<file path="src/rtl/timer_555.sv">
// timer_555: runtime-programmable 555 timer (astable / monostable) with cycle-complete strobe.
// Define TIMER_555_CV_EN to add the signed cv period offset with saturation.
module timer_555 #(
    parameter int WIDTH    = 16,
    parameter int CV_WIDTH = 8
) (
    input  logic             clk,
    input  logic             reset,
    input  logic             enable,
    input  logic             mode,
    input  logic             trigger,
    input  logic [WIDTH-1:0] high_period,
    input  logic [WIDTH-1:0] low_period,
`ifdef TIMER_555_CV_EN
    input  logic [CV_WIDTH-1:0] cv,
`endif
    output logic             out,
    output logic             cycle_done
);
    typedef enum logic [1:0] {IDLE, HIGH, LOW} state_t;

    state_t           state_q, state_d;
    logic [WIDTH-1:0] cnt_q, cnt_d;
    logic             out_q, out_d;
    logic             done_q, done_d;

    // Counter reload value Peff-1, with Peff saturated to [1, 2^WIDTH-1].
    function automatic logic [WIDTH-1:0] load_val(input logic [WIDTH-1:0] p);
`ifdef TIMER_555_CV_EN
        logic [WIDTH+1:0] s;
        s = {2'b00, p} + {{(WIDTH+2-CV_WIDTH){cv[CV_WIDTH-1]}}, cv};
        load_val = (s[WIDTH+1] || s == '0) ? '0 :
                   s[WIDTH] ? {{(WIDTH-1){1'b1}}, 1'b0} : s[WIDTH-1:0] - WIDTH'(1);
`else
        load_val = (p == '0) ? '0 : p - WIDTH'(1);
`endif
    endfunction

    always_comb begin
        state_d = state_q;
        cnt_d   = cnt_q;
        done_d  = 1'b0;
        case (state_q)
            IDLE: if (enable && (!mode || trigger)) begin
                state_d = HIGH;
                cnt_d   = load_val(high_period);
            end
            HIGH: if (cnt_q != '0) begin
                cnt_d = cnt_q - WIDTH'(1);
            end else if (mode) begin
                state_d = IDLE;
                done_d  = 1'b1;
            end else begin
                state_d = LOW;
                cnt_d   = load_val(low_period);
            end
            LOW: if (cnt_q != '0) begin
                cnt_d = cnt_q - WIDTH'(1);
            end else if (mode) begin
                state_d = IDLE;
            end else begin
                state_d = HIGH;
                cnt_d   = load_val(high_period);
                done_d  = 1'b1;
            end
            default: state_d = IDLE;
        endcase
        // Disabling parks in IDLE but keeps the count; the next phase entry reloads it.
        if (!enable) begin
            state_d = IDLE;
            cnt_d   = cnt_q;
            done_d  = 1'b0;
        end
        out_d = (state_d == HIGH);
    end

    always_ff @(posedge clk) begin
        if (reset) begin
            state_q <= IDLE;
            cnt_q   <= '0;
            out_q   <= 1'b0;
            done_q  <= 1'b0;
        end else begin
            state_q <= state_d;
            cnt_q   <= cnt_d;
            out_q   <= out_d;
            done_q  <= done_d;
        end
    end

    assign out        = out_q;
    assign cycle_done = done_q;
endmodule

</file>
<file path="config.mk">
export PLATFORM = sky130hd
export DESIGN_NAME = timer_555
export DESIGN_NICKNAME = d
export VERILOG_FILES = /design/src/rtl/timer_555.sv
export SDC_FILE = /design/constraint.sdc
export NUM_CORES = 1
export LEC_CHECK = 0
export ABC_AREA = 1
export BUFFER_PORTS_ARGS = -buffer_cell sky130_fd_sc_hd__buf_2
export CORE_MARGIN = 5
export CORE_UTILIZATION = 30
export CTS_BUF_LIST = sky130_fd_sc_hd__clkbuf_8
export CTS_CLUSTER_DIAMETER = 60
export DETAILED_ROUTE_END_ITERATION = 8
export HOLD_SLACK_MARGIN = 0.05
export PLACE_DENSITY_LB_ADDON = 0.12
export REMOVE_ABC_BUFFERS = 1
export SLEW_MARGIN = 20
export SYNTH_ARGS = -nofsm -noshare
export SYNTH_HDL_FRONTEND = slang
export SYNTH_SLANG_ARGS = --single-unit
</file>
<file path="constraint.sdc">
create_clock -name clk -period 2.1 [get_ports clk]
set_input_delay 0.105 -clock clk [delete_from_list [all_inputs] [get_ports clk]]
set_output_delay 0.105 -clock clk [all_outputs]
set_load 0.01 [all_outputs]
</file>
# Word-level counts from Yosys, hierarchy flattened

Cells that the tools add are included.

Register bits after elaboration: 20
Input bits: 37

Add/sub/neg operators: 3
Equal/unequal tests: 6
Muxes and demuxes: 20
Bitwise logic cells: 1
Reduce and logical (&&, ||, !) cells: 10

Operator list:

| operator              | count |
|---|---|
| $mux 16               | 7 |
| $pmux 16 s3           | 1 |
| $sub 16x1->16 const B | 3 |
| $logic_not 16->1      | 2 |
| $reduce_bool 16->1    | 1 |
| $mux 2                | 5 |
| $ne 3x3->1 const B    | 2 |
| $pmux 2 s3            | 1 |
| $mux 1                | 5 |
| $reduce_and 5->1      | 1 |
| $eq 2x1->1 const B    | 2 |
| $reduce_bool 3->1     | 1 |
| $eq 2x2->1 const B    | 1 |
| $logic_not 2->1       | 1 |
| $ne 2x2->1 const B    | 1 |
| $pmux 1 s2            | 1 |
| $reduce_or 2->1       | 1 |
| $logic_and 1x1->1     | 1 |
| $logic_not 1->1       | 1 |
| $logic_or 1x1->1      | 1 |
| $not 1->1             | 1 |

# Logic depth before layout (Yosys ltp)

Gate-level depths: netlist (run 1).

Word-level depth: 7
Gate-level depth with buffers: 13
Depth with buffers taken out: 12

# Worst setup path before layout (run 1)

OpenSTA, ideal clock, no wires.

Kind: register to register
Start point: register state_q[0]
End point: register cnt_q[4]
Setup time: 0.115 ns
Data arrival time: 1.780 ns
Setup slack: 0.206 ns
Cell stages (with the launch flop): 11
Cell sequence: dfxtp_1 inv_1 ha_1 clkbuf_1 clkinv_1 o21ai_2 inv_1 o21ai_0 nand2_1 nor2_1 nor2_1

Longest elaborated chain between the ends: 3
Elaborated cells between the ends (all ways): 9
Those cells by class: eq/ne: 5; mux: 1; reduce/logical: 3

RTL lines:

| item                                         | RTL line | source |
|---|---|---|
| start: declaration                           | 22       | `state_t state_q, state_d;` |
| start signal: assignment                     | 84       | `state_q <= state_d;` |
| $eq 2x1->1 (tied with other cells)           | 43       | `case (state_q)` |
| $ne 3x3->1 (no line) (tied with other cells) | n/a      |  |
| $reduce_and 5->1 (no line)                   | n/a      |  |
| end signal: assignment                       | 85       | `cnt_q <= cnt_d;` |
| end: declaration                             | 23       | `logic [WIDTH-1:0] cnt_q, cnt_d;` |

Parallel ways exist; a longest one is shown, timed or not.
A chain may end at the register's enable or synchronous reset.

# Worst setup path in the final report (run 1)

Start point: register cnt_q[0]
End point: register cnt_q[11]

Longest elaborated chain between the ends: 3
Elaborated cells between the ends (all ways): 8
Those cells by class: add/sub: 1; eq/ne: 2; mux: 3; reduce/logical: 2

RTL lines:

| item                                                | RTL line | source |
|---|---|---|
| $sub 16x1->16 or $reduce_bool 16->1 (tied branches) | n/a      |  |
| $mux 16 (tied with other cells)                     | 57       | `LOW: if (cnt_q != '0) begin` |
| $pmux 16 s3 or $reduce_and 5->1 (tied branches)     | n/a      |  |

Parallel ways exist; a longest one is shown, timed or not.

==> metrics.csv, run 1 <==
stage,metric,value,unit
outcome,status,completed,
pwr,Comb power frac,44.7,%
floorplanning,Initial Util,31.2,%
synth,Netlist cell types,34,
worst_setup_path,Worst Path Arrival,2.10,ns
worst_setup_path,critical path required time,2.32,ns
global_route,grt ovf,0,
clocking,hold_buf cts,0,
worst_hold_path,Worst Hold Class,in2reg,
drt,drt total wl,8570,microns
pwr,Reg power frac,32.1,%
clocking,maximum clock insertion buffer count,2,
sta,final setup fails,0,
worst_setup_path,Reg2Reg Depth,10,
cells_and_area,Final nets,555,
synth,Post-Synthesis Cells,467,
clocking,CTS Buf Count,3,
place,Post-DP HPWL,7200,microns
pwr,Switching Share,42.8,%
sta,setup TNS,0,ns
pwr,Leak,1.41,nW
clocking,htree depth,1,
floorplanning,Die Span Y,103,microns
sta,Final Hold Vio Count,0,
synth,Synth Area per Inst,5.55,sq um
worst_setup_path,crit path cell chain,"inv_1, ha_1, nand3_1, nor2_2, nand3_2, nor2_4, nand2_2, o21ai_0, a21oi_1, nor2_1",
drt,First-pass DRT Iterations,4,
worst_hold_path,hold path depth,3,
sta,minimum clock period,1.88,ns
clocking,TritonCTS clock tree,yes,
sta,relative slew slack,73.9,%
pwr,Clk pwr share,23.3,%
sta,Slew @ Worst Pin,0.390,ns
floorplanning,# rows,33,
worst_setup_path,CP endpoint kind,flip-flop,
cells_and_area,share of cells above drive strength 1,13.4,%
floorplanning,Ports,39,
synth,register area share after synthesis,15.5,%
place,RePlAce Congestion,0.907,
run,maximum capacitance violations,0,
worst_setup_path,critical path type,reg2reg,
cells_and_area,final instance area,0.00298,sq mm
worst_setup_path,CP peak stage delay,0.33,ns
sta,worst clock skew,0.00705,ns
pwr,cell-internal power,0.000777,W
sta,Final Max Tran Viols,0,
sta,unrepaired setup endpoints after global routing,no,
cells_and_area,area delta synth->final,15.0,%
cells_and_area,"most common cell after layout, fill and taps aside",nand2_1,
synth,synth warn,0,
worst_setup_path,Critical Path Source Type,flip-flop,
pwr,switching pwr,0.000582,W
sta,fin crit share,89.7,%
global_route,first-pass GRT wire length,14200,microns
global_route,vias in the first global route,2915,
floorplanning,DIE AREA,0.0106,sq mm
global_route,initial antenna violation count,0,
place,Placed Area,0.00291,sq mm
global_route,pin count of the biggest net entering global routing,20,
drt,wire per inst,14.0,microns
synth,synthesized area,0.00259,sq mm
drt,initial drt markers,123,
pwr,Max rail drop VDD,0.000210,V
worst_setup_path,Worst path slowest cell,dfxtp_1,
synth,synthesized flop and latch total,20,
drt,DR DRC count,0,
worst_setup_path,critical-path maximum fanout,8,
clocking,clock latency on the worst-skew pair,0.27,ns
global_route,Tot GR Track Use,17.0,%
drt,via count,2985,
pwr,PwrDens,456,mW/mm^2
sta,fmax,531,MHz
floorplanning,total core area,0.00830,sq mm
cells_and_area,antenna cells,0,
place,port bufs,38,
clocking,clock root cell,clkbuf_8,
cells_and_area,"commonest cells after routing, fill and taps aside","nand2_1, nor2_1, nand3_1",
floorplanning,die width,103,microns
drt,Detail Route Antenna Nets,0,
clocking,Clock Sinks,20,
drt,vias per cell,4.88,
clocking,clock slew seen by the registers of the worst setup and hold paths,0.09,ns
==> metal layers <==
layer	wire [microns]	global-route usage, %
met4	139	3.98
met3	228	1.01
met1	4310	24.4
met5	0	0
met2	3890	28.0
==> power groups by stage <==
stage	registers [W]	logic, W	clock network (W)
after floorplan	0.000436	0.000400	0
after global placement	0.000445	0.000594	0
after detailed placement	0.000444	0.000590	0
after CTS	0.000435	0.000594	0.000316
after global routing	0.000440	0.000685	0.000331
final	0.000436	0.000607	0.000316
==> cell type report <==
class / instances / area [sq um]
clock buffer: 4 / 55.1
fill: 955 / 5320
inverter: 57 / 216
multi-input combinational: 383 / 1950
sequential: 20 / 400
tap: 105 / 131
timing repair buffer: 43 / 228
==> cell families after synthesis <==
family | count (synthesis) | share of synthesized area [%]
AND/OR/NAND/NOR | 291 | 49.3
buffers and inverters | 64 | 10.0
AO/OA/AOI/OAI | 60 | 12.9
XOR/XNOR | 22 | 7.44
flip-flops | 20 | 15.5
adder cells (fa/ha/maj) | 10 | 4.83
==> state kept, by name (all words and copies together), names as in the netlist <==
register    count
state_q         2
out             1
cnt_q          16
cycle_done      1
==> metrics by stage <==
| stage | setup slack (ns) | hold WS [ns] | util (%) | power [W] | instances |
|---|---|---|---|---|---|
| 2_1_floorplan | 0.0901 | 0.174 | - | 0.000837 | 460 |
| 3_3_place_gp | 0.137 | 0.374 | 35.0 | 0.00104 | 608 |
| 3_5_place_dp | 0.116 | 0.382 | 35.0 | 0.00103 | 608 |
| 4_1_cts | 0.0977 | 0.0962 | 35.7 | 0.00135 | 612 |
| 5_1_grt | 0.00298 | 0.106 | 35.9 | 0.00146 | 612 |
| 6_report | 0.216 | 0.101 | 35.9 | 0.00136 | 612 |
==> final timing paths <==
path | startpoint | slack [ns] | end
worst max-delay path | cnt_q[0] | 0.22 | cnt_q[11]
worst min-delay path | enable | 0.10 | state_q[1]
worst max register to register | cnt_q[0] | 0.22 | cnt_q[11]
worst min register to register | cnt_q[15] | 0.52 | cnt_q[15]
==> worst max-delay path: cells and delay by family, from the launching register on <==
kind,cells,cell delay [ns]
AND/OR/NAND/NOR,6,0.85
flip-flops,1,0.33
AO/OA/AOI/OAI,2,0.33
adder cells (fa/ha/maj),1,0.23
buffers and inverters,1,0.10
==> synthesized netlist by cell type <==
| master | count | area share, % |
|---|---|---|
| clkinv_1 | 1 | 0.14 |
| ha_1 | 10 | 4.8 |
| nand2_2 | 4 | 0.97 |
| inv_1 | 54 | 7.8 |
| o21ai_4 | 1 | 0.63 |
| xor2_1 | 13 | 4.4 |
| o21bai_1 | 2 | 0.58 |
| o21ai_1 | 10 | 1.9 |
| dfxtp_1 | 20 | 15 |
| or2_2 | 2 | 0.48 |
| inv_4 | 1 | 0.24 |
| nand3_4 | 1 | 0.68 |
| nand4_1 | 4 | 0.97 |
| buf_1 | 1 | 0.14 |
| a21oi_2 | 1 | 0.34 |
| a21oi_1 | 27 | 5.2 |
| o221ai_1 | 1 | 0.34 |
| xnor2_1 | 9 | 3.0 |
| o21ai_2 | 1 | 0.34 |
| nand3_1 | 56 | 11 |
| nor4_1 | 1 | 0.24 |
| nand3b_1 | 2 | 0.58 |
| nand2_8 | 1 | 0.77 |
| nor3_1 | 8 | 1.5 |
| nor2_4 | 5 | 2.2 |
| buf_6 | 2 | 0.87 |
| o22ai_1 | 6 | 1.4 |
| clkbuf_1 | 3 | 0.43 |
| buf_2 | 1 | 0.19 |
| nor2_1 | 85 | 12 |
| nor2_2 | 1 | 0.24 |
| o21ai_0 | 11 | 2.1 |
| inv_2 | 1 | 0.14 |
| nand2_1 | 121 | 18 |
==> what timing repair did <==
item | CTS | global route
endpoints found under the setup margin | 0 | 10
resized for setup | 0 | 4
setup buffers | 0 | 0
(Power assumes the default switching activity.)
==> run 2, diff against run 1 <==
--- a/config.mk
+++ b/config.mk
@@ -13,7 +13,9 @@
 export CTS_CLUSTER_DIAMETER = 60
 export DETAILED_ROUTE_END_ITERATION = 8
 export HOLD_SLACK_MARGIN = 0.05
+export MAX_ROUTING_LAYER = met4
 export PLACE_DENSITY_LB_ADDON = 0.12
+export RECOVER_POWER = 100
 export REMOVE_ABC_BUFFERS = 1
 export SLEW_MARGIN = 20
 export SYNTH_ARGS = -nofsm -noshare
==> run 2 against run 1 <==
Effect of this change:
- global-route usage is 0.99 points higher
- first-iteration DRC count grew 5.7%
- register-to-register slack lost 0.03 ns
- largest power group unchanged
- die area is the same
- clock power is 2% higher
- cell count increased by 0.16%
- highest routed layer unchanged
- fmax shrank 1.8%
- critical path type unchanged
- critical path depth rose by 1
- clock skew down 0.0040 ns
- hold slack lost 0.013 ns
- combinational power is 0.7% higher
==> metrics.csv, run 2 (same netlist as run 1, synthesis figures left out) <==
stage,metric,value,unit
outcome,status,completed,
place,port bufs,38,
floorplanning,Ports,39,
sta,minimum clock period,1.92,ns
cells_and_area,"Most flops, register",cnt_q,
floorplanning,DIE AREA,0.0106,sq mm
floorplanning,# rows,33,
worst_setup_path,Critical Path Source Type,flip-flop,
worst_setup_path,critical path type,reg2reg,
drt,drt total wl,8810,microns
sta,fin crit share,91.3,%
pwr,Leak,1.40,nW
floorplanning,Die Span Y,103,microns
global_route,first-pass GRT wire length,14500,microns
drt,Detail Route Antenna Nets,0,
sta,Final Hold Vio Count,0,
cells_and_area,Top Registers,"cnt_q: 16 flops, state_q: 2 flops",
cells_and_area,Fill cells,979,
clocking,Clock Sinks,20,
global_route,pin count of the biggest net entering global routing,20,
clocking,clock slew seen by the registers of the worst setup and hold paths,0.09,ns
worst_setup_path,critical-path maximum fanout,10,
floorplanning,total core area,0.00830,sq mm
clocking,clock latency on the worst-skew pair,0.27,ns
sta,worst clock skew,0.00306,ns
worst_setup_path,crit path cell chain,"inv_1, ha_1, nand3_1, nor2_2, nand3_2, nand2_4, a21oi_1, o21ai_0, nand2_1, nor2_1, nor2_1",
worst_setup_path,CP top delay family,simple AND/OR/NAND/NOR gates,
drt,vias per cell,4.91,
sta,Hold Slack,0.0874,ns
sta,Final Max Tran Viols,0,
cells_and_area,share of cells above drive strength 1,13.2,%
worst_setup_path,CP peak stage delay,0.33,ns
worst_setup_path,Most common cell on crit path,nor2_1,
clocking,TritonCTS clock tree,yes,
sta,final setup fails,0,
cells_and_area,Final nets,556,
worst_hold_path,Worst Hold Class,in2reg,
place,RePlAce Congestion,0.893,
cells_and_area,area delta synth->final,15.2,%
global_route,vias in the first global route,2899,
worst_setup_path,Worst Path Arrival,2.09,ns
worst_setup_path,critical path required time,2.27,ns
clocking,htree depth,1,
global_route,grt ovf,0,
drt,wire per inst,14.4,microns
drt,First-pass DRT Iterations,4,
clocking,maximum clock insertion buffer count,2,
clocking,clock root cell,clkbuf_8,
floorplanning,die width,103,microns
cells_and_area,"most common cell after layout, fill and taps aside",nand2_1,
drt,via count,3009,
cells_and_area,"commonest cells after routing, fill and taps aside","nand2_1, nor2_1, nand3_1",
drt,DR DRC count,0,
drt,initial drt markers,130,
sta,unrepaired setup endpoints after global routing,no,
sta,fmax,521,MHz
place,Post-DP HPWL,7410,microns
worst_setup_path,Worst path slowest cell,dfxtp_1,
pwr,PwrDens,459,mW/mm^2
run,maximum capacitance violations,0,
global_route,Tot GR Track Use,18.0,%
cells_and_area,antenna cells,0,
floorplanning,Initial Util,31.2,%
sta,relative slew slack,71.5,%
worst_setup_path,buffers plus inverters on the worst setup path,1,
worst_setup_path,CP endpoint kind,flip-flop,
sta,setup TNS,0,ns
cells_and_area,footprint of the multi-input gates,0.00195,sq mm
cells_and_area,FF+latch area,400,sq um
sta,Slew @ Worst Pin,0.426,ns
clocking,CTS Buf Count,3,
pwr,Max rail drop VDD,0.000227,V
cells_and_area,max reg flops,16,
global_route,initial antenna violation count,0,
==> run 2: cell types whose count changed in the layout (fill, tap and decap cells not counted), sizes merged <==
cell | previous run | this run
clkbuf | 4 | 6
buf | 43 | 42
==> run 2: routing by layer <==
layer | track usage (%) | vias up | share of wire, %
met2 | 28.6 | 54 | 46
met5 | - | - | 0
met4 | 3.59 | 0 | 0.93
met1 | 25.5 | 1361 | 50
li1 | - | 1589 | -
met3 | 0.812 | 5 | 3.0
==> run 2: layout make-up <==
cell class / instances / share of cell area [%]
multi-input combinational: 383 / 65.3
timing repair buffer: 44 / 7.80
sequential: 20 / 13.4
inverter: 57 / 7.25
tap: 105 / 4.40
clock buffer: 4 / 1.84
==> run 2: worst register-to-register path, stage by stage, from the launching register on <==
cell     delay, ns
dfxtp_1       0.33
inv_1         0.10
ha_1          0.21
nand3_1       0.11
nor2_2        0.17
nand3_2       0.18
nand2_4       0.17
a21oi_1       0.09
o21ai_0       0.16
nand2_1       0.07
nor2_1        0.17
nor2_1        0.06
==> run 2: timing repair <==
item	CTS	global route
setup buffers	0	1
resized for setup	0	4
hold buffers	0	0
setup endpoints to repair	0	10
==> run 2: per-stage QoR <==
step / cells / cell area [sq um] / worst slack [ns] / util (%) / total power, W
after floorplan: 460 / 2550 / 0.0901 / - / 0.000837
after global routing: 613 / 2980 / 0.0110 / 36.0 / 0.00146
final: 613 / 2980 / 0.182 / 36.0 / 0.00137
after CTS: 612 / 2960 / 0.0960 / 35.7 / 0.00136
after global placement: 608 / 2910 / 0.0950 / 35.0 / 0.00104
after detailed placement: 608 / 2910 / 0.110 / 35.0 / 0.00104
==> run 2: where the power goes <==
group	switching, W	total [W]	internal, W
Sequential	0.0000336	0.000437	0.000403
Combinational	0.000401	0.000611	0.000210
Clock	0.000155	0.000323	0.000168
==> run 2: final timing paths <==
kind / start / to / slack (ns) / cells past startpoint
setup reg to reg: cnt_q[0] / cnt_q[4] / 0.18 / 11
hold / removal: enable / state_q[1] / 0.09 / 3
hold reg to reg: cnt_q[15] / cnt_q[15] / 0.52 / 2
setup / recovery: cnt_q[0] / cnt_q[4] / 0.18 / 11
